[config.mk]
export PLATFORM = sky130hd
export DESIGN_NAME = shift_seq_flat
export DESIGN_NICKNAME = d
export VERILOG_FILES = /design/src/rtl/shift_seq_if.sv /design/src/rtl/shift_seq.sv /design/src/flat_wrapper.sv
export SDC_FILE = /design/constraint.sdc
export NUM_CORES = 1
export LEC_CHECK = 0
export CAP_MARGIN = 40
export CORE_MARGIN = 2
export CORE_UTILIZATION = 45
export CTS_BUF_LIST = sky130_fd_sc_hd__clkbuf_8
export DETAILED_ROUTE_END_ITERATION = 10
export GPL_TIMING_DRIVEN = 1
export PLACE_DENSITY = 0.74
export SLEW_MARGIN = 20
export SYNTH_ARGS = -nofsm -noshare
export SYNTH_HDL_FRONTEND = slang
export SYNTH_SLANG_ARGS = --single-unit
[constraint.sdc]
create_clock -name clk -period 1.7 [get_ports clk]
set_input_delay 0.34 -clock clk [delete_from_list [all_inputs] [get_ports clk]]
set_output_delay 0.34 -clock clk [all_outputs]
set_load 0.01 [all_outputs]
[src/rtl/shift_seq_if.sv]
// shift_seq_if: start/busy/done handshake and operand/result bus for the shift sequencer.
interface shift_seq_if #(
    parameter int WIDTH = 32,
    parameter int SHW   = 5
);
    logic             start;
    logic [1:0]       op;
    logic [WIDTH-1:0] a;
    logic [SHW-1:0]   shamt;
    logic             busy;
    logic             done;
    logic [WIDTH-1:0] result;

    modport master (output start, op, a, shamt, input busy, done, result);
    modport slave  (input start, op, a, shamt, output busy, done, result);
endinterface

[src/rtl/shift_seq.sv]
// shift_seq: one-bit-per-cycle SLL/SRL/SRA sequencer with start/busy/done handshake.
module shift_seq #(
    parameter int WIDTH = 32,
    parameter int SHW   = 5
) (
    input  logic        clk,
    input  logic        rst_n,
    shift_seq_if.slave  bus
);
    typedef enum logic [1:0] {IDLE, SHIFT, DONE} state_t;

    state_t           state, state_n;
    logic [WIDTH-1:0] acc, acc_n, result_q;
    logic [SHW-1:0]   cnt, cnt_n;
    logic [1:0]       op_q, op_n;
    logic [WIDTH-1:0] step;

    // op_q[1] selects sign fill for SRA; SRL shifts in zero
    assign step = (op_q == 2'b00) ? {acc[WIDTH-2:0], 1'b0}
                                  : {op_q[1] & acc[WIDTH-1], acc[WIDTH-1:1]};

    always_comb begin
        state_n = state;
        acc_n   = acc;
        cnt_n   = cnt;
        op_n    = op_q;
        case (state)
            IDLE: if (bus.start) begin
                acc_n   = bus.a;
                op_n    = bus.op;
                cnt_n   = bus.shamt;
                state_n = (bus.shamt == '0 || bus.op == 2'b11) ? DONE : SHIFT;
            end
            SHIFT: begin
                acc_n   = step;
                cnt_n   = cnt - SHW'(1);
                state_n = (cnt == SHW'(1)) ? DONE : SHIFT;
            end
            default: state_n = IDLE;
        endcase
    end

    always_ff @(posedge clk or negedge rst_n) begin
        if (!rst_n) begin
            state    <= IDLE;
            acc      <= '0;
            cnt      <= '0;
            op_q     <= '0;
            result_q <= '0;
        end else begin
            state <= state_n;
            acc   <= acc_n;
            cnt   <= cnt_n;
            op_q  <= op_n;
            // result only moves on entry to DONE, so it holds through IDLE and SHIFT
            if (state_n == DONE && state != DONE)
                result_q <= acc_n;
        end
    end

    assign bus.busy   = (state != IDLE);
    assign bus.done   = (state == DONE);
    assign bus.result = result_q;
endmodule

[src/flat_wrapper.sv]
// flat-port wrapper written by rule: the top's interface ports become plain ports
module shift_seq_flat 
#(
    parameter int WIDTH = 32,
    parameter int SHW   = 5
)
  (clk, rst_n, bus_start, bus_op, bus_a, bus_shamt, bus_busy, bus_done, bus_result);
  shift_seq_if #(.WIDTH(WIDTH), .SHW(SHW)) bus_i ();
  input  logic clk;
  input  logic rst_n;
  input wire logic [$bits(bus_i.start)-1:0] bus_start;
  input wire logic [$bits(bus_i.op)-1:0] bus_op;
  input wire logic [$bits(bus_i.a)-1:0] bus_a;
  input wire logic [$bits(bus_i.shamt)-1:0] bus_shamt;
  output wire logic [$bits(bus_i.busy)-1:0] bus_busy;
  output wire logic [$bits(bus_i.done)-1:0] bus_done;
  output wire logic [$bits(bus_i.result)-1:0] bus_result;
  assign bus_i.start = bus_start;
  assign bus_i.op = bus_op;
  assign bus_i.a = bus_a;
  assign bus_i.shamt = bus_shamt;
  assign bus_busy = bus_i.busy;
  assign bus_done = bus_i.done;
  assign bus_result = bus_i.result;
  shift_seq #(.WIDTH(WIDTH), .SHW(SHW)) u_core (.clk(clk), .rst_n(rst_n), .bus(bus_i));
endmodule
==> impl_summary.md <==
Drt
The DRC violations left is 0. Before antenna repair, the detailed router went through 5 iterations. The initial detailed-routing violation count is about 260. The detailed-route wire length is roughly 10 mm. In this run the remaining antenna-violating nets after routing total 0. The overall via count from detail_route is between 3000 and 4000. The mean number of vias per cell is a little under 6.

The detailed-route wire length per cell is 19.1 um.

Cells and area
After the last flow step, the layout net total stands at 481. The repair_antennas step left the layout with diodes totalling 0. The final-layout fill cell count is slightly above 600. The area of all sequential standard cells is 1830 um^2.

Leaving out filler cells and counting taps, the final layout contains about 550. The area taken by multi-input logic gates is ~1900 um^2. The area growth from synthesis to layout is 41.1%.

Of the cells placed in the final design, the portion with a size suffix greater than 1 is between 20 and 30%.

Synth
Yosys printed 0 warnings. The number of nets handed over by synthesis was approximately 370. Synthesis inferred 73 register bits. Summing the areas of all compound-gate instances in the mapped netlist gives between 20% and 30% of the synthesized area. The share of synthesized cell area in full adder, half adder and majority cells is less than 1%. Synthesis produced roughly 320 cells. After synthesis, the mean cell area works out to between 10 and 15 um^2. The simple-gate share of the synthesized area is 4.12%.

The synthesized-area fraction occupied by xor and xnor cells is 0%. The mux contribution to synthesized area is between 10% and 20%. After synthesis, flip-flops and latches occupy a little under half of the total area. In this run the cell area of the synthesized design comes to 3890 um^2. By area, the combinational part of the netlist is dominated by compound AO/OA/AOI/OAI gates. The unique cell type count in the Yosys netlist is 37.

Placement
The routability-driven placement congestion ratio is about 0.89. The placement-stage worst setup slack is -0.363 ns. The placed wire-length estimate after detailed placement is roughly 6.3 mm. Including well taps, the total number of placed cells is between 500 and 600.

Buffers placed on the I/O ports in this run total 75.

CTS
The clock tree synthesis step divided the H-tree into 3 levels. After clock tree synthesis, the clock-pin slew on the worst setup and hold paths is about 0.08 ns. Counting the buffers created by CTS gives 9. The deepest clock path buffer count is 2. CTS placed an instance of clkbuf_8 at the clock tree root.

TritonCTS built the clock tree. Counting every sink on the clock net gives 73. For the worst-skew pair, the clock arrives at the later sink with an insertion delay of ~0.35 ns.

Worst setup path
The startpoint identified for the worst register-to-register timing path is u_core.cnt[1]$_DFFE_PN0P_. STA classifies the critical path startpoint as an input pin. The setup slack on the worst flop-to-flop path is -0.08 ns. Along the worst path, the maximum fanout reaches 6. The destination of the worst register-to-register timing path is u_core.bus.result[17]$_DFFE_PN0P_. The kind of end point of the critical path is a register. The critical path in this run is classified as in -> reg. The arrival time of data at the critical path endpoint is between 2 and 2.5 ns. The required arrival time at the worst endpoint is roughly 1.9 ns.

The number of cells traversed by the worst register-to-register path is 7.

STA
The setup clock skew after layout is around 0.012 ns. The relative max-transition margin is a little over two thirds. After layout, the worst setup slack is -0.0933 ns. After layout, the minimum clock period comes to 1.79 ns. The number of max-slew violations in the final report is 0. Setup violations remaining at the end of the flow were counted as 32. For this run, the top clock speed supported by timing is between 500 and 600 MHz. Setup repair after global routing could not meet its margin everywhere. The worst path uses 105% of the clock period.

The slew at the pin with the worst max-slew slack is approximately 0.45 ns. The number of failing hold endpoints at the final stage is 0.

Pwr
Net switching is between 30% and 40% of the power. The part of the total power dissipated in the clock network is between 10% and 20%. In this run the power spent charging and discharging nets is slightly below 4 mW. The part of the power in registers is 30.0%. Of the total power, combinational logic draws a little under three fifths.

For this design the ratio of total power to cell area is 2000 nW/um^2. In this run the static leakage power is about 2.4 nW. The internal power summed over all cells is slightly above 7 mW.

The worst vdd rail ir drop is ~1.3 mV.

Global routing
The number of global-route vias before repair is 3314. Global routing consumed, over all layers together, 22.4% of the routing resources. After global routing the overflow that remains totals 0. The largest net degree at the start of global routing is 74. The first-pass GRT wire length is between 15 and 20 mm.

The number of antenna violations at the first check in global routing is 0.

Floorplanning
The floorplan die width is around 97 um. The total die area is between 9000 and 10000 um^2. The region available for standard cell placement spans between 8000 and 9000 um^2. The die extent in y is between 90 and 100 um. The top-level port count is 76. The initial utilization of the core area, before any placement, comes to a little under half. The floorplan has 33 rows.

Status
The checks that failed: negative setup slack. The flow ran to the end, but the final reports show violations.

Worst hold path
The tightest min-delay check is of the in -> async type.

Run
Across the run, the number of max-cap violations was 0.
==> per-stage QoR <==
step / util, % / setup TNS (ns) / cell area (um^2) / hold slack (ns) / power, mW
after floorplan: - / 0 / 3890 / 0.0444 / 6.86
after global placement: 59.4 / -11.43 / 4930 / 0.396 / 8.77
after detailed placement: 59.4 / -11.43 / 4930 / 0.401 / 8.87
after CTS: 66.1 / -1.98 / 5490 / 0.0193 / 10.8
after global routing: 66.1 / -3.55 / 5490 / 0.0403 / 11.7
final: 66.1 / -2.11 / 5490 / 0.00715 / 11.0
==> power by group through the flow <==
| stage | Combinational, mW | Clock, mW | Sequential, mW |
|---|---|---|---|
| after floorplan | 3.54 | 0 | 3.32 |
| after global placement | 5.51 | 0 | 3.25 |
| after detailed placement | 5.60 | 0 | 3.27 |
| after CTS | 5.91 | 1.67 | 3.26 |
| after global routing | 6.50 | 1.76 | 3.42 |
| final | 6.06 | 1.64 | 3.30 |
==> cells in the final DEF (no fill, tap or decap), types with 5 or more instances in the layout <==
cell | netlist | routed
mux2_4 | 26 | 32
a21oi_1 | 7 | 7
o21a_1 | 27 | 27
a211o_1 | 27 | 27
nor2_1 | 9 | 6
o21bai_1 | 29 | 29
clkbuf_8 | 0 | 13
dfrtp_1 | 73 | 71
nand2_1 | 7 | 5
buf_12 | 0 | 5
buf_4 | 1 | 47
o311a_1 | 29 | 29
o22ai_1 | 6 | 6
clkdlybuf4s50_1 | 0 | 70
buf_6 | 3 | 5
o21ai_0 | 6 | 6
inv_1 | 6 | 5
==> flip-flops by register name, indices dropped and copies added, names as in the netlist <==
signal and cells:
u_core.op_q 2, u_core.acc 32, u_core.bus.result 32, u_core.state 2, u_core.cnt 5
==> layout make-up <==
cell class / count / share of cell area, %
well taps: 105 / 2.39
multi-input cells: 211 / 34.9
inverters: 6 / 0.410
clock inverters: 3 / 1.25
flip-flops and latches: 73 / 33.3
repair buffers: 136 / 24.4
clock buffers: 13 / 3.26
==> how the worst max path moves through the flow <==
| stage | startpoint | endpoint | slack [ns] | depth (start not counted) |
|---|---|---|---|---|
| 3_5_place_dp | bus_shamt[1] | u_core.bus.result[1]$_DFFE_PN0P_ | -0.36 | 6 |
| 3_3_place_gp | bus_shamt[1] | u_core.bus.result[1]$_DFFE_PN0P_ | -0.36 | 6 |
| 5_1_grt | bus_shamt[0] | u_core.bus.result[21]$_DFFE_PN0P_ | -0.14 | 7 |
| 2_1_floorplan | u_core.cnt[1]$_DFFE_PN0P_ | u_core.bus.result[3]$_DFFE_PN0P_ | 0.03 | 6 |
| 4_1_cts | u_core.cnt[1]$_DFFE_PN0P_ | u_core.bus.result[16]$_DFFE_PN0P_ | -0.12 | 8 |
| 6_report | bus_shamt[0] | u_core.bus.result[17]$_DFFE_PN0P_ | -0.09 | 7 |
==> worst max-delay path, cell delays in order <==
cell             delay, ns
clkdlybuf4s50_1       0.44
nor3_2                0.22
nand2_2               0.11
o221ai_4              0.27
buf_6                 0.18
buf_12                0.14
mux2_4                0.30
==> metal layers <==
layer  track usage (%)  vias to the layer above  part of all wire (%)
li1                  -                     1477                     -
met1              30.7                     1555                    44
met2              34.9                      112                    48
met3              3.83                       20                   5.2
met4              10.2                        0                   2.2
met5                 0                        -                     0
==> cells by family (layout without fill, tap and decap cells) <==
| kind of cell | after synthesis | count (layout) |
|---|---|---|
| DFF | 73 | 73 |
| AOI/OAI and AO/OA | 141 | 141 |
| and+or+nand+nor | 32 | 32 |
| muxes | 36 | 36 |
| buffers and inverters | 39 | 158 |
| adders and majority gates | 2 | 2 |
==> Yosys cell counts, drive strengths merged <==
| cell | number | area (um^2) |
|---|---|---|
| a211o | 27 | 236 |
| a21oi | 7 | 35.0 |
| a221oi | 2 | 17.5 |
| a32o | 1 | 10.0 |
| and2 | 1 | 6.26 |
| buf | 21 | 155 |
| clkbuf | 12 | 45.0 |
| dfrtp | 73 | 1830 |
| ha | 2 | 25.0 |
| inv | 6 | 22.5 |
| mux2 | 34 | 480 |
| mux2i | 2 | 20.0 |
| nand2 | 7 | 26.3 |
| nand2b | 3 | 18.8 |
| nand3 | 2 | 10.0 |
| nand3b | 2 | 15.0 |
| nand4 | 2 | 12.5 |
| nor2 | 10 | 40.0 |
| nor2b | 2 | 12.5 |
| nor3 | 2 | 10.0 |
| o211ai | 2 | 15.0 |
| o21a | 27 | 203 |
| o21ai | 6 | 30.0 |
| o21bai | 29 | 218 |
| o221ai | 1 | 26.3 |
| o22a | 2 | 17.5 |
| o22ai | 6 | 37.5 |
| o311a | 29 | 290 |
| o311ai | 2 | 17.5 |
| or3b | 1 | 8.76 |
==> timing repair <==
| item | CTS | global route |
|---|---|---|
| buffers inserted | 17 | 4 |
| gates resized for setup | 21 | 20 |
| setup endpoints to repair | 34 | 36 |
| hold buffers | 0 | 0 |
| pin swaps | 2 | 5 |
| gates cloned | 4 | 2 |
No activity file was read; power rests on OpenSTA's default activity.
